**config.mk**
```make
export PLATFORM = sky130hd
export DESIGN_NAME = pool1_rm_reader_flat
export DESIGN_NICKNAME = d
export VERILOG_FILES = /design/src/rtl/pool1_rm_reader_if.sv /design/src/rtl/pool1_rm_reader.sv /design/src/flat_wrapper.sv
export SDC_FILE = /design/constraint.sdc
export NUM_CORES = 1
export LEC_CHECK = 0
export BUFFER_PORTS_ARGS = -buffer_cell sky130_fd_sc_hd__buf_2
export CORE_ASPECT_RATIO = 0.9
export CORE_UTILIZATION = 40
export DETAILED_ROUTE_END_ITERATION = 12
export PLACE_DENSITY = 0.58
export SLEW_MARGIN = 20
export SYNTH_ARGS = -nofsm -noshare
export SYNTH_HDL_FRONTEND = slang
export SYNTH_SLANG_ARGS = --single-unit
```
**constraint.sdc**
```tcl
create_clock -name clk -period 8.4 [get_ports clk]
set_input_delay 1.68 -clock clk [delete_from_list [all_inputs] [get_ports clk]]
set_output_delay 1.68 -clock clk [all_outputs]
set_load 0.01 [all_outputs]
```
**src/rtl/pool1_rm_reader_if.sv**
```systemverilog
// Signal bundle for the pool1 buffer read sequencer: command, RAM port B and output stream.
// The master modport is the sequencer's view, the slave modport is the environment's view.
interface pool1_rm_reader_if #(
  parameter int ADDR_WIDTH = 11,
  parameter int DATA_WIDTH = 128
);
  logic                  start;
  logic [ADDR_WIDTH-1:0] base_addr;
  logic [ADDR_WIDTH:0]   num_words;
  logic                  busy;
  logic                  done;
  logic [ADDR_WIDTH-1:0] ram_addrb;
  logic [DATA_WIDTH-1:0] ram_doutb;
  logic                  m_valid;
  logic                  m_ready;
  logic [DATA_WIDTH-1:0] m_data;
  logic                  m_last;

  // Stream: a word transfers in a cycle where m_valid & m_ready; once m_valid rises,
  // m_data/m_last hold until that transfer, and m_valid never drops without one.
  modport master (
    input  start, base_addr, num_words, ram_doutb, m_ready,
    output busy, done, ram_addrb, m_valid, m_data, m_last
  );
  modport slave (
    output start, base_addr, num_words, ram_doutb, m_ready,
    input  busy, done, ram_addrb, m_valid, m_data, m_last
  );
endinterface

```
**src/rtl/pool1_rm_reader.sv**
```systemverilog
// Sweeps a contiguous address range of the pool1 buffer (port B, fixed read latency) and
// streams the words out through a small FIFO; reads are credit-limited so none is ever lost.
module pool1_rm_reader #(
  parameter int ADDR_WIDTH   = 11,
  parameter int DATA_WIDTH   = 128,
  parameter int READ_LATENCY = 2,
  parameter int FIFO_DEPTH   = 4
) (
  input  logic                 clk,
  input  logic                 rst,
  pool1_rm_reader_if.master    bus,
  output logic [1:0]           dbg_state
);
  localparam int PW = $clog2(FIFO_DEPTH);

  typedef enum logic [1:0] {S_IDLE, S_RUN, S_DRAIN, S_DONE} state_t;

  state_t                state_q, state_d;
  logic [ADDR_WIDTH-1:0] addr_q, addr_d;
  logic [ADDR_WIDTH-1:0] ram_addrb_q, ram_addrb_d;
  logic [ADDR_WIDTH:0]   rem_q, rem_d;
  logic [READ_LATENCY:0] pv_q, pv_d, pl_q, pl_d;
  logic [DATA_WIDTH-1:0] fd_q [FIFO_DEPTH];
  logic [DATA_WIDTH-1:0] fd_d [FIFO_DEPTH];
  logic [FIFO_DEPTH-1:0] fl_q, fl_d;
  logic [PW-1:0]         wp_q, wp_d, rp_q, rp_d;
  logic [PW:0]           cnt_q, cnt_d;
  logic                  last_seen_q, last_seen_d;

  logic                  issue, issue_last, push, pop, credit_ok, fifo_empty_next;
  logic [PW+1:0]         pipe_cnt, credit_use;

  // Pipe bit 0 lines up with ram_addrb; the top bit lines up with valid ram_doutb.
  always_comb begin
    pipe_cnt = '0;
    for (int i = 0; i <= READ_LATENCY; i++) begin
      pipe_cnt = pipe_cnt + {{(PW+1){1'b0}}, pv_q[i]};
    end
    push = pv_q[READ_LATENCY];
    pop  = (cnt_q != '0) && bus.m_ready;
    // A word popped this cycle frees its slot in time for a read issued now.
    credit_use = pipe_cnt + {1'b0, cnt_q} - {{(PW+1){1'b0}}, pop};
    credit_ok  = credit_use < (PW+2)'(FIFO_DEPTH);
    fifo_empty_next = (cnt_q == '0) || ((cnt_q == (PW+1)'(1)) && pop);
  end

  always_comb begin
    state_d     = state_q;
    addr_d      = addr_q;
    rem_d       = rem_q;
    ram_addrb_d = ram_addrb_q;
    last_seen_d = last_seen_q;
    issue       = 1'b0;
    issue_last  = 1'b0;
    case (state_q)
      S_IDLE: begin
        last_seen_d = 1'b0;
        if (bus.start) begin
          if (bus.num_words == '0) begin
            state_d = S_DONE;
          end else begin
            // First read goes out with the command so ram_addrb shows base next cycle.
            issue       = 1'b1;
            issue_last  = (bus.num_words == (ADDR_WIDTH+1)'(1));
            ram_addrb_d = bus.base_addr;
            addr_d      = bus.base_addr + ADDR_WIDTH'(1);
            rem_d       = bus.num_words - (ADDR_WIDTH+1)'(1);
            state_d     = issue_last ? S_DRAIN : S_RUN;
          end
        end
      end
      S_RUN: begin
        if (credit_ok) begin
          issue       = 1'b1;
          issue_last  = (rem_q == (ADDR_WIDTH+1)'(1));
          ram_addrb_d = addr_q;
          addr_d      = addr_q + ADDR_WIDTH'(1);
          rem_d       = rem_q - (ADDR_WIDTH+1)'(1);
          if (issue_last) state_d = S_DRAIN;
        end
      end
      S_DRAIN: begin
        if (pop && fl_q[rp_q]) last_seen_d = 1'b1;
        if ((pv_q == '0) && fifo_empty_next && (last_seen_q || (pop && fl_q[rp_q]))) begin
          state_d = S_DONE;
        end
      end
      S_DONE:  state_d = S_IDLE;
      default: state_d = S_IDLE;
    endcase
  end

  always_comb begin
    pv_d  = {pv_q[READ_LATENCY-1:0], issue};
    pl_d  = {pl_q[READ_LATENCY-1:0], issue_last};
    fd_d  = fd_q;
    fl_d  = fl_q;
    wp_d  = wp_q;
    rp_d  = rp_q;
    cnt_d = cnt_q + {{PW{1'b0}}, push} - {{PW{1'b0}}, pop};
    if (push) begin
      fd_d[wp_q] = bus.ram_doutb;
      fl_d[wp_q] = pl_q[READ_LATENCY];
      wp_d       = wp_q + PW'(1);
    end
    if (pop) rp_d = rp_q + PW'(1);
  end

  always_ff @(posedge clk) begin
    if (rst) begin
      state_q     <= S_IDLE;
      addr_q      <= '0;
      ram_addrb_q <= '0;
      rem_q       <= '0;
      pv_q        <= '0;
      pl_q        <= '0;
      fl_q        <= '0;
      wp_q        <= '0;
      rp_q        <= '0;
      cnt_q       <= '0;
      last_seen_q <= 1'b0;
      for (int i = 0; i < FIFO_DEPTH; i++) fd_q[i] <= '0;
    end else begin
      state_q     <= state_d;
      addr_q      <= addr_d;
      ram_addrb_q <= ram_addrb_d;
      rem_q       <= rem_d;
      pv_q        <= pv_d;
      pl_q        <= pl_d;
      fl_q        <= fl_d;
      wp_q        <= wp_d;
      rp_q        <= rp_d;
      cnt_q       <= cnt_d;
      last_seen_q <= last_seen_d;
      fd_q        <= fd_d;
    end
  end

  assign bus.busy      = (state_q == S_RUN) || (state_q == S_DRAIN);
  assign bus.done      = (state_q == S_DONE);
  assign bus.ram_addrb = ram_addrb_q;
  assign bus.m_valid   = (cnt_q != '0);
  assign bus.m_data    = fd_q[rp_q];
  assign bus.m_last    = fl_q[rp_q] && (cnt_q != '0);
  assign dbg_state     = state_q;
endmodule

```
**src/flat_wrapper.sv**
```systemverilog
// flat-port wrapper written by rule: the top's interface ports become plain ports
module pool1_rm_reader_flat 
#(
  parameter int ADDR_WIDTH   = 11,
  parameter int DATA_WIDTH   = 128,
  parameter int READ_LATENCY = 2,
  parameter int FIFO_DEPTH   = 4
)
  (clk, rst, dbg_state, bus_start, bus_base_addr, bus_num_words, bus_ram_doutb, bus_m_ready, bus_busy, bus_done, bus_ram_addrb, bus_m_valid, bus_m_data, bus_m_last);
  pool1_rm_reader_if #(.ADDR_WIDTH(ADDR_WIDTH), .DATA_WIDTH(DATA_WIDTH)) bus_i ();
  input  logic clk;
  input  logic rst;
  output logic [1:0] dbg_state;
  input wire logic [$bits(bus_i.start)-1:0] bus_start;
  input wire logic [$bits(bus_i.base_addr)-1:0] bus_base_addr;
  input wire logic [$bits(bus_i.num_words)-1:0] bus_num_words;
  input wire logic [$bits(bus_i.ram_doutb)-1:0] bus_ram_doutb;
  input wire logic [$bits(bus_i.m_ready)-1:0] bus_m_ready;
  output wire logic [$bits(bus_i.busy)-1:0] bus_busy;
  output wire logic [$bits(bus_i.done)-1:0] bus_done;
  output wire logic [$bits(bus_i.ram_addrb)-1:0] bus_ram_addrb;
  output wire logic [$bits(bus_i.m_valid)-1:0] bus_m_valid;
  output wire logic [$bits(bus_i.m_data)-1:0] bus_m_data;
  output wire logic [$bits(bus_i.m_last)-1:0] bus_m_last;
  assign bus_i.start = bus_start;
  assign bus_i.base_addr = bus_base_addr;
  assign bus_i.num_words = bus_num_words;
  assign bus_i.ram_doutb = bus_ram_doutb;
  assign bus_i.m_ready = bus_m_ready;
  assign bus_busy = bus_i.busy;
  assign bus_done = bus_i.done;
  assign bus_ram_addrb = bus_i.ram_addrb;
  assign bus_m_valid = bus_i.m_valid;
  assign bus_m_data = bus_i.m_data;
  assign bus_m_last = bus_i.m_last;
  pool1_rm_reader #(.ADDR_WIDTH(ADDR_WIDTH), .DATA_WIDTH(DATA_WIDTH), .READ_LATENCY(READ_LATENCY), .FIFO_DEPTH(FIFO_DEPTH)) u_core (.clk(clk), .rst(rst), .bus(bus_i), .dbg_state(dbg_state));
endmodule
```
After elaboration in Yosys (flattened, before gate mapping). Cells that the tools add are included.

Input bits: 155. Bits in registers: 566. Output and inout bits: 145. Word-level logic and storage cells: 109.

$add $sub $neg: 12. Muxes and demuxes: 40. Equal/unequal tests: 12. $lt $le $gt $ge: 7. Reduce and logical (&&, ||, !) cells: 21. Bitwise operators: 2.

Operators by type and width (number): 512-bit bitwise mux (1); 128-bit two-way mux (3); 128-bit binary-select mux with 2-bit select (1); 128-bit demux with 2-bit select (1); 11-bit two-way mux (6); 11-bit one-hot mux with 2 select lines (2); 12-bit two-way mux (3); 12-bit by 1-bit == test with 1-bit output (second input constant) (2); 12-bit one-hot mux with 2 select lines (1); 12-bit by 1-bit subtractor with 12-bit output (second input constant) (2); 11-bit by 1-bit adder with 11-bit output (second input constant) (2); 12-bit logical NOT (1); 2-bit two-way mux (6); 1-bit two-way mux (9); 1-bit logical AND (8); 2-bit by 1-bit != test with 1-bit output (second input constant) (4); 2-bit one-hot mux with 4 select lines (1); 4-bit AND reduction (2); 3-bit greater-or-equal comparator (second input constant) (2); 3-bit logical NOT (2); 2-bit by 3-bit < comparator with 1-bit output (second input constant) (2); 2-bit NOT with 3-bit output (2); 1-bit one-hot mux with 2 select lines (3); 2-bit by 1-bit adder with 2-bit output (second input constant) (2); other kinds (21) (26).

Depth between registers and ports, before layout.
Depth after elaboration: 8. Gate-level depth with buffers: 13. Gate-level depth less buffers: 10.

Worst setup path before layout. OpenSTA, ideal clock, no wires.

Path type: input port to flip-flop. Start: in bus_m_ready. End: reg u_core.addr_q[7]. Library setup time: 0.075 ns. Buffers on the path: 0. Data required time: 8.325 ns. Stages on the path: 9. Arrival time: 3.680 ns. Slack: 4.645 ns. Cells stage by stage: o31a_1 > nand2b_1 > nand2_1 > ha_1 > a211oi_2 > o211a_2 > o22ai_4 > or4_1 > a31oi_2.

Longest elaborated chain between the ends: 5.

Ends and longest elaborated chain: start: declaration (line flat_wrapper.sv:18) `input wire logic [$bits(bus_i.m_ready)-1:0] bus_m_ready;`; 1-bit logical AND (line pool1_rm_reader.sv:40) `pop = (cnt_q != '0) && bus.m_ready;`; 4-bit by 1-bit subtractor with 4-bit output (line pool1_rm_reader.sv:42) `credit_use = pipe_cnt + {1'b0, cnt_q} - {{(PW+1){1'b0}}, pop};`; 4-bit by 3-bit < comparator with 1-bit output (line pool1_rm_reader.sv:43) `credit_ok = credit_use < (PW+2)'(FIFO_DEPTH);`; 2-bit by 1-bit != test with 1-bit output (no source line); 4-bit AND reduction (no source line); end signal: assignment (line pool1_rm_reader.sv:125) `addr_q <= addr_d;`; end: declaration (line pool1_rm_reader.sv:19) `logic [ADDR_WIDTH-1:0] addr_q, addr_d;`.

No other way between the ends. A chain may end at the register's enable or synchronous reset.

Worst setup path after layout.
Start: reg u_core.rp_q[0]. End: out bus_m_data[68].

Longest elaborated chain between the ends: 4.

Ends and longest elaborated chain: start: declaration (line pool1_rm_reader.sv:26) `logic [PW-1:0] wp_q, wp_d, rp_q, rp_d;`; start signal: assignment (line pool1_rm_reader.sv:132) `rp_q <= rp_d;`; 2-bit NOT with 3-bit output (implied by the code) (line pool1_rm_reader.sv:143) `assign bus.m_data = fd_q[rp_q];`; 128-bit binary-select mux with 2-bit select (line pool1_rm_reader.sv:143); 128-bit two-way mux (implied by the code) (2 in a row) (line pool1_rm_reader.sv:143); end: declaration (line flat_wrapper.sv:23) `output wire logic [$bits(bus_i.m_data)-1:0] bus_m_data;`.

No other way between the ends. The select of a mux whose other input is x is not followed.

==> summary.md <==
* finished clean — result of the run
* 0.200 — Post-Synth Simple-Gate Area
* 234 µm — die height
* clkbuf_16 — buffer cell driving the clock tree root
* 0 — DRC violations left
* 29200 µm — Metal-1 WL
* 39700 µm — post-DP HPWL
* dfxtp_1 — predominant post-synthesis flop cell
* 0 — number of violations of the max-capacitance limit
* 0.772 — final weighted congestion in routability-driven placement
* 1070 ps — transition time at the pin with the least slew margin
* 0 — number of enable flip-flop cells after synthesis
* 3 — Bufs on Longest Clock Path
* 16 — initial antenna violation count
* 0 — count of final max-slew check failures
* 0 — ys async rst share
* 3270 ps — arrival time worst endpoint
* 1376 — Starting DRT DRC Count
* 16.0% — layout overhead on the synthesized area
* 0.0609 mm² — full die area
* 0.0240 mm² — post-synthesis instance area
* 5.39 — average vias per placed instance
* 260 µm — width of the chip
* 18.3 µm — mean routed wirelength per cell
* 0.407 — initial standard-cell utilization of the core
* 0.284 — remaining max-slew budget at the tightest pin
* 0 — total congestion overflow
* 0.0589 mm² — floorplan core area
* 60 ps — Clk pin slew, worst setup/hold paths
* 300 — I/O pins
* reg -> reg — type of the most critical hold path
* 0 — number of warnings reported in the yosys synthesis log
* flip-flop — Setup crit start kind
* u_core.dbg_state[1]$_SDFFE_PP0P_ — startpoint of the most critical register-to-register path
* 34100 µm — detailed-routed wire length on met2
* 4950 ps — fin crit period
* 17.0 ps — final clock skew
* 0.00548 — xor and xnor fraction of the mapped netlist area
* 44 — maximum fanout count along the critical path
* 0.125 — portion of netlist area occupied by mux cells
* 0.473 — sequential share of the synthesized area
* dfxtp_1 (47%), nand2_1 (17%), mux4_2 (12%) — cell types with the largest area share after synthesis
* 0.202 GHz — timing-limited maximum frequency
* 261 — pin count of the biggest net entering global routing
* 0.224 — GRT Resource Usage Total
* false — unrepaired setup endpoints after global routing
* 109000 µm — wire length of the first global-routing pass
* 5 — count of TritonRoute iterations in the first routing pass
* met5 — max layer used
* 610 ps — insertion delay of the later-clocked pin in the worst-skew pair
* 566 — synthesized flop and latch total
* 0 — post-CTS sizing
* u_core.pl_q[1]$_SDFF_PP0_ — worst min-delay path endpoint
* 0 — antenna-violating nets left
* u_core.addr_q[2]$_SDFFE_PP0P_ — capturing point of the worst reg2reg path
* simple AND/OR/NAND/NOR gates — dominant combinational cell family by area after synthesis
* 3816 — non-filler instance count after layout
* nand2_1 — most used standard cell by instance count after synthesis
* 0 — number of hold buffers added after CTS
* 3004 — total nets after synthesis
* 9 — R2R cell count
* 2 — H-tree Lvls
* 20.6k — total via count after detailed routing
* 0.473 — top cell type's share of synthesized area
* 248 mW/mm² — Power Density
* 84 — Placement Rows
* 0 — Final Hold Viols
* 8.48 µm² — syn avg cell area
* 3163 — count of nets after finishing
* 0.162 mV — Max rail drop VDD
* 0.0118 — post-synthesis share of cell area spent on full adders, half adders and majority gates
* 69900 µm — post-detailed-routing wire length
* 4940 µm — detailed route wirelength on metal3
* 66 — count of different cell masters after synthesis
* 2827 — post-synthesis instance total
* 0.00965 µW — Leakage Power
* primary output — type of destination of the critical path
* dfxtp_1 — Yosys top cell by area
* 0.193 — share of layout cells above drive strength 1
* 5000 ps — slack of the worst reg-to-reg path
* 0.0278 mm² — post-route design area
* 299 — number of I/O port buffers
* yes — CTS tree
* 0 ps — Setup TNS Final
* 20.2k — number of global-route vias before repair
* 0.144 — Synth Area in Compound Gates
* 6720 ps — worst path required time
* 3699 — placed instance count
* 0 — count of buffers added by post-CTS timing repair for setup
* u_core.pl_q[0]$_SDFF_PP0_ — min-delay src
* 0.472 — post-layout util
* nand2_1 (1069), dfxtp_1 (566), a21oi_1 (548) — commonest cells in the netlist
* 566 — clock sink count
* reg -> out — category of the most critical setup path
* 0.0258 mm² — instance area at placement
* 0 — Finish-stage setup viols
* 0.589 — share of the clock period used by the worst path
* 58 — CTS Buf Count
* 1 — number of cells on the worst hold path
-- metal layers --
layer / track usage / up-vias
met1: 0.285 / 9993
met4: 0.0752 / 14
met5: 0 / -
met2: 0.378 / 596
li1: - / 9863
met3: 0.0439 / 112
-- worst max path at each step --
stage,startpoint,endpoint,slack (ps)
after floorplan,bus_m_ready,u_core.addr_q[7]$_SDFFE_PP0P_,4650
after global routing,u_core.rp_q[0]$_SDFFE_PP0P_,bus_m_data[68],3160
after global placement,u_core.rp_q[0]$_SDFFE_PP0P_,bus_m_data[77],4000
final,u_core.rp_q[0]$_SDFFE_PP0P_,bus_m_data[68],3450
after detailed placement,bus_m_ready,u_core.addr_q[2]$_SDFFE_PP0P_,3940
after CTS,u_core.rp_q[0]$_SDFFE_PP0P_,bus_m_data[68],3290
-- sequential cells by signal, indices dropped and copies added (netlist names) --
register / count
u_core.fl_q: 4
u_core.pl_q: 3
u_core.fd_q: 512
u_core.rp_q: 2
u_core.pv_q: 3
u_core.wp_q: 2
u_core.last_seen_q: 1
u_core.bus.ram_addrb: 11
u_core.rem_q: 12
u_core.cnt_q: 3
u_core.addr_q: 11
u_core.dbg_state: 2
-- final cells by class --
type	count	area, µm²
diodes	10	25.0
clock buffers	90	1730
repair buffers	323	1730
well taps	774	968
inverters	20	75.1
flip-flops and latches	566	11300
multi-input cells	2017	11700
fillers	5630	31000
clock inverters	16	233
-- cells by family after synthesis --
| logic type | count (synthesis) |
|---|---|
| and+or+nand+nor | 1210 |
| DFF | 566 |
| buffers and inverters | 244 |
| xor gates and xnor gates | 15 |
| AOI/OAI and AO/OA | 633 |
| adders and majority gates | 22 |
| muxes | 137 |
-- critical path: stages, from the launching register on --
cell,delay [ps]
dfxtp_4,1000
buf_4,840
mux4_2,620
buf_2,160
-- power by group --
| part | internal (µW) | switching, µW | leakage, µW | total (µW) |
|---|---|---|---|---|
| combinational | 530 | 754 | 0.00413 | 1280 |
| sequential | 2800 | 162 | 0.00457 | 2960 |
| clock | 1570 | 1080 | 0.000960 | 2650 |
| total | 4900 | 2000 | 0.00965 | 6900 |
-- stage by stage --
step	total power [µW]	hold slack (ps)	setup slack, ps
after global placement	4290	431	4000
after CTS	6980	442	3290
final	6900	440	3450
after detailed placement	4320	426	3940
after floorplan	3960	414	4650
after global routing	7220	461	3160
-- cells in the final DEF (no fill, tap or decap), drive strengths merged, types with 5 or more instances in the layout --
cell type,instances
nand2,1072
dfxtp,566
a21oi,548
buf,323
mux4,129
clkbuf,90
nor2,42
o21ai,24
ha,21
inv,20
nor3,16
nor2b,14
nand3,13
xor2,11
diode,10
a211oi,10
nand2b,9
o211ai,9
clkinv,9
or4,8
o31ai,7
and2,6
mux2,5
or3,5
a21o,5
nand3b,5
bufinv,5
a31oi,5
a41oi,5
Note: power is estimated with default switching activity, not from simulation.
